--- src/rtl/mac_row_if.sv ---
// mac_row_if: chunk flags, adder-tree result and bias in; row result,
// saturation flag, chunk count and busy out.
interface mac_row_if #(
    parameter int BIT_WIDTH = 18,
    parameter int CNT_WIDTH = 8
);
    logic                 in_valid;
    logic                 in_last;
    logic                 flush;
    logic [BIT_WIDTH-1:0] tree_res;
    logic [BIT_WIDTH-1:0] bias;
    logic                 out_valid;
    logic [BIT_WIDTH-1:0] out_data;
    logic                 out_sat;
    logic [CNT_WIDTH-1:0] out_cnt;
    logic                 busy;

    modport master (
        output in_valid, in_last, flush, tree_res, bias,
        input  out_valid, out_data, out_sat, out_cnt, busy
    );

    modport slave (
        input  in_valid, in_last, flush, tree_res, bias,
        output out_valid, out_data, out_sat, out_cnt, busy
    );
endinterface

--- src/rtl/mac_row_accumulator.sv ---
// mac_row_accumulator: aligns chunk flags with the adder tree, sums one
// row of partial dot products, adds bias and saturates to BIT_WIDTH.
module mac_row_accumulator #(
    parameter int BIT_WIDTH = 18,
    parameter int TREE_LAT  = 3,
    parameter int ACC_WIDTH = 26,
    parameter int CNT_WIDTH = 8
) (
    input logic      clk,
    input logic      rst,
    mac_row_if.slave io
);
    typedef enum logic {IDLE, ACCUM} state_e;

    localparam logic [ACC_WIDTH-1:0] ACC_MAX = {1'b0, {(ACC_WIDTH-1){1'b1}}};
    localparam logic [ACC_WIDTH-1:0] ACC_MIN = {1'b1, {(ACC_WIDTH-1){1'b0}}};
    localparam logic [BIT_WIDTH-1:0] OUT_MAX = {1'b0, {(BIT_WIDTH-1){1'b1}}};
    localparam logic [BIT_WIDTH-1:0] OUT_MIN = {1'b1, {(BIT_WIDTH-1){1'b0}}};

    state_e               state_q, state_d;
    logic [TREE_LAT-1:0]  vld_q, vld_d, lst_q, lst_d;
    logic [ACC_WIDTH-1:0] acc_q, acc_d;
    logic [CNT_WIDTH-1:0] cnt_q, cnt_d;
    logic                 row_sat_q, row_sat_d;
    logic                 out_valid_q, out_valid_d;
    logic [BIT_WIDTH-1:0] out_data_q, out_data_d;
    logic                 out_sat_q, out_sat_d;
    logic [CNT_WIDTH-1:0] out_cnt_q, out_cnt_d;

    logic                 d_valid, d_last;
    logic [ACC_WIDTH-1:0] sx, bx, base, sum, fin;
    logic [ACC_WIDTH:0]   sum_w, fin_w;
    logic                 sum_ovf, fin_ovf, nar_ovf;
    logic [ACC_WIDTH-BIT_WIDTH:0] hi;
    logic [BIT_WIDTH-1:0] nar;
    logic [CNT_WIDTH-1:0] base_cnt, cnt_inc;

    assign d_valid = vld_q[TREE_LAT-1];
    assign d_last  = lst_q[TREE_LAT-1];

    // One extra bit on each add exposes overflow of the signed ACC range.
    always_comb begin
        sx = {{(ACC_WIDTH-BIT_WIDTH){io.tree_res[BIT_WIDTH-1]}}, io.tree_res};
        bx = {{(ACC_WIDTH-BIT_WIDTH){io.bias[BIT_WIDTH-1]}}, io.bias};
        base     = (state_q == ACCUM) ? acc_q : '0;
        base_cnt = (state_q == ACCUM) ? cnt_q : '0;
        cnt_inc  = (&base_cnt) ? base_cnt : base_cnt + CNT_WIDTH'(1);
        sum_w   = {base[ACC_WIDTH-1], base} + {sx[ACC_WIDTH-1], sx};
        sum_ovf = sum_w[ACC_WIDTH] ^ sum_w[ACC_WIDTH-1];
        sum     = sum_ovf ? (sum_w[ACC_WIDTH] ? ACC_MIN : ACC_MAX)
                          : sum_w[ACC_WIDTH-1:0];
        fin_w   = {sum[ACC_WIDTH-1], sum} + {bx[ACC_WIDTH-1], bx};
        fin_ovf = fin_w[ACC_WIDTH] ^ fin_w[ACC_WIDTH-1];
        fin     = fin_ovf ? (fin_w[ACC_WIDTH] ? ACC_MIN : ACC_MAX)
                          : fin_w[ACC_WIDTH-1:0];
        hi      = fin[ACC_WIDTH-1:BIT_WIDTH-1];
        nar_ovf = (|hi) & ~(&hi);
        nar     = nar_ovf ? (fin[ACC_WIDTH-1] ? OUT_MIN : OUT_MAX)
                          : fin[BIT_WIDTH-1:0];
    end

    always_comb begin
        vld_d[0] = io.in_valid & ~io.flush;
        lst_d[0] = io.in_last;
        for (int i = 1; i < TREE_LAT; i++) begin
            vld_d[i] = vld_q[i-1] & ~io.flush;
            lst_d[i] = lst_q[i-1];
        end
        state_d     = state_q;
        acc_d       = acc_q;
        cnt_d       = cnt_q;
        row_sat_d   = row_sat_q;
        out_valid_d = 1'b0;
        out_data_d  = out_data_q;
        out_sat_d   = out_sat_q;
        out_cnt_d   = out_cnt_q;
        if (io.flush) begin
            state_d   = IDLE;
            acc_d     = '0;
            cnt_d     = '0;
            row_sat_d = 1'b0;
        end else if (d_valid && !d_last) begin
            state_d   = ACCUM;
            acc_d     = sum;
            cnt_d     = cnt_inc;
            row_sat_d = row_sat_q | sum_ovf;
        end else if (d_valid && d_last) begin
            out_valid_d = 1'b1;
            out_data_d  = nar;
            out_sat_d   = row_sat_q | sum_ovf | fin_ovf | nar_ovf;
            out_cnt_d   = cnt_inc;
            state_d     = IDLE;
            acc_d       = '0;
            cnt_d       = '0;
            row_sat_d   = 1'b0;
        end
    end

    always_ff @(posedge clk or posedge rst) begin
        if (rst) begin
            state_q     <= IDLE;
            vld_q       <= '0;
            lst_q       <= '0;
            acc_q       <= '0;
            cnt_q       <= '0;
            row_sat_q   <= 1'b0;
            out_valid_q <= 1'b0;
            out_data_q  <= '0;
            out_sat_q   <= 1'b0;
            out_cnt_q   <= '0;
        end else begin
            state_q     <= state_d;
            vld_q       <= vld_d;
            lst_q       <= lst_d;
            acc_q       <= acc_d;
            cnt_q       <= cnt_d;
            row_sat_q   <= row_sat_d;
            out_valid_q <= out_valid_d;
            out_data_q  <= out_data_d;
            out_sat_q   <= out_sat_d;
            out_cnt_q   <= out_cnt_d;
        end
    end

    assign io.out_valid = out_valid_q;
    assign io.out_data  = out_data_q;
    assign io.out_sat   = out_sat_q;
    assign io.out_cnt   = out_cnt_q;
    assign io.busy      = (state_q == ACCUM) | (|vld_q);
endmodule

--- src/flat_wrapper.sv ---
// flat-port wrapper written by rule: the top's interface ports become plain ports
module mac_row_accumulator_flat 
#(
    parameter int BIT_WIDTH = 18,
    parameter int TREE_LAT  = 3,
    parameter int ACC_WIDTH = 26,
    parameter int CNT_WIDTH = 8
)
  (clk, rst, io_in_valid, io_in_last, io_flush, io_tree_res, io_bias, io_out_valid, io_out_data, io_out_sat, io_out_cnt, io_busy);
  mac_row_if #(.BIT_WIDTH(BIT_WIDTH), .CNT_WIDTH(CNT_WIDTH)) io_i ();
  input logic clk;
  input logic rst;
  input wire logic [$bits(io_i.in_valid)-1:0] io_in_valid;
  input wire logic [$bits(io_i.in_last)-1:0] io_in_last;
  input wire logic [$bits(io_i.flush)-1:0] io_flush;
  input wire logic [$bits(io_i.tree_res)-1:0] io_tree_res;
  input wire logic [$bits(io_i.bias)-1:0] io_bias;
  output wire logic [$bits(io_i.out_valid)-1:0] io_out_valid;
  output wire logic [$bits(io_i.out_data)-1:0] io_out_data;
  output wire logic [$bits(io_i.out_sat)-1:0] io_out_sat;
  output wire logic [$bits(io_i.out_cnt)-1:0] io_out_cnt;
  output wire logic [$bits(io_i.busy)-1:0] io_busy;
  assign io_i.in_valid = io_in_valid;
  assign io_i.in_last = io_in_last;
  assign io_i.flush = io_flush;
  assign io_i.tree_res = io_tree_res;
  assign io_i.bias = io_bias;
  assign io_out_valid = io_i.out_valid;
  assign io_out_data = io_i.out_data;
  assign io_out_sat = io_i.out_sat;
  assign io_out_cnt = io_i.out_cnt;
  assign io_busy = io_i.busy;
  mac_row_accumulator #(.BIT_WIDTH(BIT_WIDTH), .TREE_LAT(TREE_LAT), .ACC_WIDTH(ACC_WIDTH), .CNT_WIDTH(CNT_WIDTH)) u_core (.clk(clk), .rst(rst), .io(io_i));
endmodule
--- config.mk ---
export PLATFORM = sky130hd
export DESIGN_NAME = mac_row_accumulator_flat
export DESIGN_NICKNAME = d
export VERILOG_FILES = /design/src/rtl/mac_row_if.sv /design/src/rtl/mac_row_accumulator.sv /design/src/flat_wrapper.sv
export SDC_FILE = /design/constraint.sdc
export NUM_CORES = 1
export LEC_CHECK = 0
export ABC_AREA = 1
export BUFFER_PORTS_ARGS = -buffer_cell sky130_fd_sc_hd__buf_2
export CORE_MARGIN = 1.5
export CORE_UTILIZATION = 55
export DETAILED_ROUTE_END_ITERATION = 16
export GPL_ROUTABILITY_DRIVEN = 0
export PLACE_DENSITY_LB_ADDON = 0.12
export SKIP_LAST_GASP = 1
export SYNTH_ARGS = -nofsm -noshare
export SYNTH_HDL_FRONTEND = slang
export SYNTH_SLANG_ARGS = --single-unit
--- constraint.sdc ---
create_clock -name clk -period 5 [get_ports clk]
set_input_delay 0.75 -clock clk [delete_from_list [all_inputs] [get_ports clk]]
set_output_delay 0.75 -clock clk [all_outputs]
set_load 0.02 [all_outputs]
==> results.py, run 1 <==
metrics = {
    "finish": {
        "nets": 1517,
        "area_delta_synth_final_pct": 56.8,
        "nFillCells": 629,
        "drive_above_1_share": 0.405,
        "multi_input_area_um2": 5750,
        "regArea_um2": 1750,
        "final_util": 0.877,
    },
    "drt": {
        "wl_met3_um": 4110,
        "avgRoutedWirePerCell_um": 20.8,
        "vias_per_cell": 6.23,
        "met2_length_um": 14500,
        "wl_met1_um": 11600,
        "drc": 0,
        "drt_wl_total_um": 33200,
        "dr.max_layer_used": "met4",
        "first_pass_iters": 10,
        "vias": 9951,
        "drt-initial-drc-count": 1821,
        "drtAntennaViolNets": 0,
    },
    "critical_path": {
        "cp_num_cells": 38,
        "arrival_ns": 6.05,
        "path_class": "register to register",
        "crit_path_end_kind": "register",
        "cp.buffers_inverters": 9,
        "startpoint_type": "register",
        "rr_worst_depth": 38,
        "cp.required_ns": 5.24,
        "reg2reg_slack_ns": -0.82,
        "crit_path_end": "u_core.io.out_data[2]",
        "cp_slowest_cell": "dfrtp_2",
        "max_stage_delay_ns": 0.45,
        "startpoint": "u_core.state_q",
        "cp_max_fo": 9,
        "reg2reg_from": "u_core.state_q",
        "crit_top_cell": "nand2_1",
        "cp_top_family": "simple AND/OR/NAND/NOR gates",
        "r2r-end": "u_core.io.out_data[2]",
    },
    "yosys": {
        "synth_ff_type": "dfrtp_1",
        "synth_edf_count": 0,
        "netlist_area_um2": 7000,
        "yosysTopAreaCell": "dfrtp_1",
        "ys_seq_elements": 70,
        "synthArstFlopShare": 1.00,
        "yosys_warnings": 0,
        "synth_top_area_share": 0.250,
        "yosysUniqueCellTypes": 42,
        "yosysSeqAreaShare": 0.250,
        "syn-num-nets": 1228,
        "synth_cells": 1130,
        "synth_area_leaders": "dfrtp_1, nand2_1, ha_1",
        "avgSynthCellArea_um2": 6.20,
    },
    "worst_hold_path": {
        "holdCritPathClass": "register to register",
    },
    "sta": {
        "drv_slew": 0,
        "hold_viol": 0,
        "tns_ns": -13.09,
        "fin_ws_ns": -0.815,
        "worst_pin_slew_ns": 0.940,
        "fin_crit_sh": 1.16,
        "setup_violations": 19,
        "rsz0062_at_grt": "yes",
        "min_period_ns": 5.82,
        "whs_ns": 0.371,
        "max_freq_mhz": 172,
        "fin_worst_skew_ns": 0.0112,
        "maxSlewHeadroom": 0.373,
    },
    "floorplanning": {
        "design.die.area_um2": 13400,
        "initial_core_util": 0.559,
        "io_pins": 70,
        "die_y_um": 116,
        "coreArea_um2": 12500,
        "die_w_um": 116,
        "rows": 41,
    },
    "cts": {
        "insertion_delay_ns": 0.35,
        "cts_tree": "done",
        "cts_buffers": 9,
        "cts-root-buf": "clkbuf_16",
        "cts.sinks": 70,
        "clk_pin_slew_ns": 0.07,
        "htree_levels": 3,
        "clock_path_buffers": 2,
    },
    "placement": {
        "dp_hpwl_um": 17800,
        "portBuffers": 69,
    },
    "power_and_ir_drop": {
        "comb_power_share": 0.522,
        "power_switching_w": 0.00129,
        "internal-power_w": 0.00169,
        "power_density_nw_per_um2": 271,
        "sw_frac_of_total": 0.433,
        "finalPower_w": 0.00298,
        "clkPwrFrac": 0.246,
        "p_leak_nw": 5.98,
        "irDropWorstVdd_mv": 0.206,
        "pwr-share-seq": 0.233,
    },
    "outcome": {
        "violations": "setup timing",
        "outcome": "finished, violations left",
    },
    "global_routing": {
        "grt-ovfl-total": 0,
        "grt_pass1_vias": 7611,
        "grt_max_degree": 71,
        "grt_first_pass_wirelength_um": 36400,
        "grt_usage": 0.347,
        "antenna_found_initial": 1,
    },
    "run": {
        "cap_violations": 0,
    },
}
## final cells by class
cell class | instances | share of cell area
Antenna cell | 1 | 0.000228
Clock buffer | 9 | 0.0205
Clock inverter | 7 | 0.00957
Inverter | 186 | 0.0659
Multi-Input combinational cell | 854 | 0.523
Sequential cell | 70 | 0.160
Tap cell | 172 | 0.0196
Timing Repair Buffer | 296 | 0.199
Timing Repair inverter | 2 | 0.00205
## cell families after synthesis
family / Yosys count / share of synthesized area
XOR/XNOR: 35 / 0.0438
AND/OR/NAND/NOR: 618 / 0.371
buffers and inverters: 209 / 0.117
flip-flops: 70 / 0.250
AO/OA/AOI/OAI: 141 / 0.115
adder cells (fa/ha/maj): 57 / 0.104
## layout by cell type, fill, tap and decap left out, drive strengths merged
cell	Yosys	layout
a21boi	2	2
a21oi	56	56
a22o	7	7
a31o	3	3
a31oi	6	6
a32o	1	1
and2	6	6
and3	2	2
buf	10	293
bufinv	0	2
clkbuf	13	12
clkinv	1	3
clkinvlp	0	1
dfrtp	70	70
diode	0	1
fa	2	2
ha	55	55
inv	185	189
nand2	442	445
nand3	70	70
nand3b	1	1
nand4	12	12
nor2	77	77
nor3	7	7
o21ai	50	50
o21bai	8	8
o22ai	5	5
o31ai	3	3
or2	1	1
xnor2	17	17
xor2	18	18
## timing repair
item / 4_1_cts / 5_1_grt
hold buffers: 0 / 0
pin swaps: 6 / 85
buffers inserted: 4 / 21
endpoints found under the setup margin: 18 / 19
hold endpoints to repair: 0 / 0
resized for setup: 56 / 221
gates cloned: 2 / 5
## power by group through the flow
stage | logic [W] | clock network [W] | registers (W)
after floorplan | 0.000595 | 0 | 0.000774
after global placement | 0.00111 | 0 | 0.000696
after detailed placement | 0.00113 | 0 | 0.000694
after CTS | 0.00118 | 0.000718 | 0.000687
after global routing | 0.00162 | 0.000759 | 0.000698
final | 0.00155 | 0.000732 | 0.000694
## layer usage
metal,vias up,track usage
met5,-,0
met1,4539,0.470
li1,4138,-
met3,339,0.0492
met2,935,0.572
met4,0,0.115
## cell usage after synthesis (4+ instances only)
master / instances
nand2_2: 12
and2_1: 6
xnor2_1: 17
ha_1: 55
inv_1: 181
buf_2: 5
clkbuf_1: 13
o21ai_1: 9
a21oi_1: 55
inv_2: 4
nor3_1: 6
dfrtp_1: 70
o21ai_0: 41
o22ai_1: 5
nor2_2: 7
nand3_2: 7
nand4_1: 12
nand3_1: 62
nor2_1: 69
a22o_1: 7
nand2_1: 428
o21bai_1: 7
xor2_1: 18
a31oi_1: 6
## flip-flops by register name, summed over array words and instances (netlist names), 3 cells and up
| signal | flops |
|---|---|
| u_core.vld_q | 3 |
| u_core.io.out_cnt | 8 |
| u_core.lst_q | 3 |
| u_core.io.out_data | 18 |
| u_core.acc_q | 26 |
| u_core.cnt_q | 8 |
## worst min path at each step
stage,to,start,depth (start not counted)
finish,u_core.lst_q[2],u_core.lst_q[1],0
detailed placement,u_core.lst_q[2],u_core.lst_q[1],0
global placement,u_core.lst_q[2],u_core.lst_q[1],0
global route,u_core.lst_q[2],u_core.lst_q[1],0
floorplan,u_core.lst_q[1],u_core.lst_q[0],0
CTS,u_core.lst_q[2],u_core.lst_q[1],0
## per-stage QoR
stage | instance area [um2] | setup WS [ns] | std cells
floorplan | 7170 | 0.00800 | 1130
global placement | 9130 | -0.377 | 1548
detailed placement | 9130 | -0.496 | 1548
CTS | 9760 | 0.00892 | 1570
global route | 11000 | -1.02 | 1596
finish | 11000 | -0.815 | 1597
No activity file was read; power rests on OpenSTA's default activity.
==> run 2, diff against run 1 <==
==> constraint.sdc (replaced) <==
create_clock -name clk -period 5 [get_ports clk]
set_input_delay 0 -clock clk [delete_from_list [all_inputs] [get_ports clk]]
set_output_delay 0 -clock clk [all_outputs]
set_load 0.02 [all_outputs]
==> results.py, run 2 (synthesis gave the netlist of run 1 again) <==
metrics = {
    "outcome": {
        "outcome": "finished, violations left",
        "violations": "setup timing",
    },
    "critical_path": {
        "reg2reg_from": "u_core.state_q",
        "cp_num_cells": 36,
        "startpoint_type": "register",
        "cp_top_family": "simple AND/OR/NAND/NOR gates",
        "max_stage_delay_ns": 0.49,
        "cp.buffers_inverters": 8,
        "crit_path_end": "u_core.io.out_data[15]",
        "rr_worst_depth": 36,
        "startpoint": "u_core.state_q",
        "crit_top_cell": "nand2_1",
        "cp.required_ns": 5.26,
        "cp_max_fo": 8,
        "cp_slowest_cell": "dfrtp_2",
        "arrival_ns": 5.41,
        "reg2reg_slack_ns": -0.15,
        "path_class": "register to register",
        "crit_path_end_kind": "register",
        "r2r-end": "u_core.io.out_data[15]",
    },
    "finish": {
        "regMostFlops": "u_core.acc_q",
        "largest_register_ff_count": 26,
        "area_delta_synth_final_pct": 45.7,
        "final_common_cell": "nand2_1",
        "antenna_cells": 0,
        "nFillCells": 865,
        "stdcell_area_um2": 10200,
        "nets": 1431,
        "multi_input_area_um2": 5700,
        "regArea_um2": 1750,
        "most-common-layout-cells": "nand2_1, inv_1, buf_4, buf_2, dfrtp_1",
        "drive_above_1_share": 0.358,
    },
    "cts": {
        "cts_buffers": 9,
        "clk_pin_slew_ns": 0.06,
        "cts_tree": "done",
        "cts.sinks": 70,
        "cts-root-buf": "clkbuf_16",
        "insertion_delay_ns": 0.34,
        "htree_levels": 3,
        "clock_path_buffers": 2,
    },
    "power_and_ir_drop": {
        "p_leak_nw": 5.52,
        "comb_power_share": 0.516,
        "pwr-share-seq": 0.254,
        "internal-power_w": 0.00155,
        "power_density_nw_per_um2": 266,
        "sw_frac_of_total": 0.430,
        "power_switching_w": 0.00117,
        "clkPwrFrac": 0.230,
        "irDropWorstVdd_mv": 0.230,
    },
    "global_routing": {
        "grt_pass1_vias": 7176,
        "antenna_found_initial": 0,
        "grt-ovfl-total": 0,
        "grt_usage": 0.330,
        "grt_first_pass_wirelength_um": 34700,
        "grt_max_degree": 71,
    },
    "sta": {
        "worst_pin_slew_ns": 0.920,
        "tns_ns": -1.97,
        "setup_violations": 18,
        "fin_ws_ns": -0.150,
        "max_freq_mhz": 194,
        "fin_crit_sh": 1.03,
        "min_period_ns": 5.15,
        "rsz0062_at_grt": "yes",
        "maxSlewHeadroom": 0.387,
        "fin_worst_skew_ns": 0.00770,
        "hold_viol": 0,
        "drv_slew": 0,
    },
    "worst_hold_path": {
        "min_path_cells": 8,
        "holdCritPathClass": "input port to register",
    },
    "floorplanning": {
        "die_y_um": 116,
        "initial_core_util": 0.559,
        "coreArea_um2": 12500,
        "rows": 41,
        "design.die.area_um2": 13400,
        "io_pins": 70,
        "die_w_um": 116,
    },
    "drt": {
        "vias_per_cell": 5.66,
        "avgRoutedWirePerCell_um": 17.2,
        "drt-initial-drc-count": 954,
        "vias": 8549,
        "drc": 0,
        "drt_wl_total_um": 25900,
        "drtAntennaViolNets": 0,
        "first_pass_iters": 7,
    },
    "placement": {
        "portBuffers": 69,
        "placed_area_um2": 8400,
        "place_ws_ns": -0.277,
        "dp_hpwl_um": 16900,
    },
    "run": {
        "cap_violations": 0,
    },
}
[run 2: area by class of cell]
type / instances / area share
clock buffer: 9 / 0.0221
clock inverter: 7 / 0.00601
inverter: 186 / 0.0706
multi-input combinational: 854 / 0.558
sequential: 70 / 0.172
tap: 172 / 0.0211
timing repair buffer: 209 / 0.147
timing repair inverter: 3 / 0.00331
[run 2: worst min-delay path by stage]
stage                          start               endpoint
after floorplan           io_in_last        u_core.lst_q[0]
after global placement    io_in_last        u_core.lst_q[0]
after detailed placement  io_in_last        u_core.lst_q[0]
after CTS                 io_bias[0]  u_core.io.out_data[0]
after global routing      io_bias[0]  u_core.io.out_data[0]
final                     io_bias[0]  u_core.io.out_data[0]
[run 2: stage by stage]
step | power, W | instances | hold slack [ns] | util
2_1_floorplan | 0.00137 | 1130 | 0.0314 | -
3_3_place_gp | 0.00174 | 1454 | 0.131 | 0.671
3_5_place_dp | 0.00175 | 1454 | 0.124 | 0.671
4_1_cts | 0.00241 | 1480 | 0.192 | 0.714
5_1_grt | 0.00285 | 1510 | 0.260 | 0.815
6_report | 0.00271 | 1510 | 0.196 | 0.815
[run 2: per-layer routing]
layer	track usage	wire, um
met5	0	0
met4	0.0846	1410
met3	0.0717	2250
met2	0.516	11700
met1	0.466	10500
[run 2: timing repair]
| item | in CTS | in global routing |
|---|---|---|
| buffers inserted | 2 | 27 |
| pin swaps | 4 | 76 |
| hold buffers | 5 | 0 |
| endpoints found under the setup margin | 18 | 18 |
| gates resized for setup | 41 | 231 |
| cloned | 3 | 5 |
| endpoints found under the hold margin | 74 | 0 |
[run 2: power by group through the flow]
stage / combinational (W) / sequential, W / clock (W)
floorplan: 0.000595 / 0.000774 / 0
global placement: 0.00104 / 0.000696 / 0
detailed placement: 0.00105 / 0.000694 / 0
CTS: 0.00111 / 0.000687 / 0.000617
global route: 0.00150 / 0.000695 / 0.000658
finish: 0.00140 / 0.000688 / 0.000624
[run 2: worst min-delay path: stages]
cell and delay, ns:
buf_2 0.09, ha_1 0.12, nand2_1 0.05, nand2_1 0.07, nand2_2 0.05, nand2_1 0.04
nand2_1 0.04, nand2_1 0.04
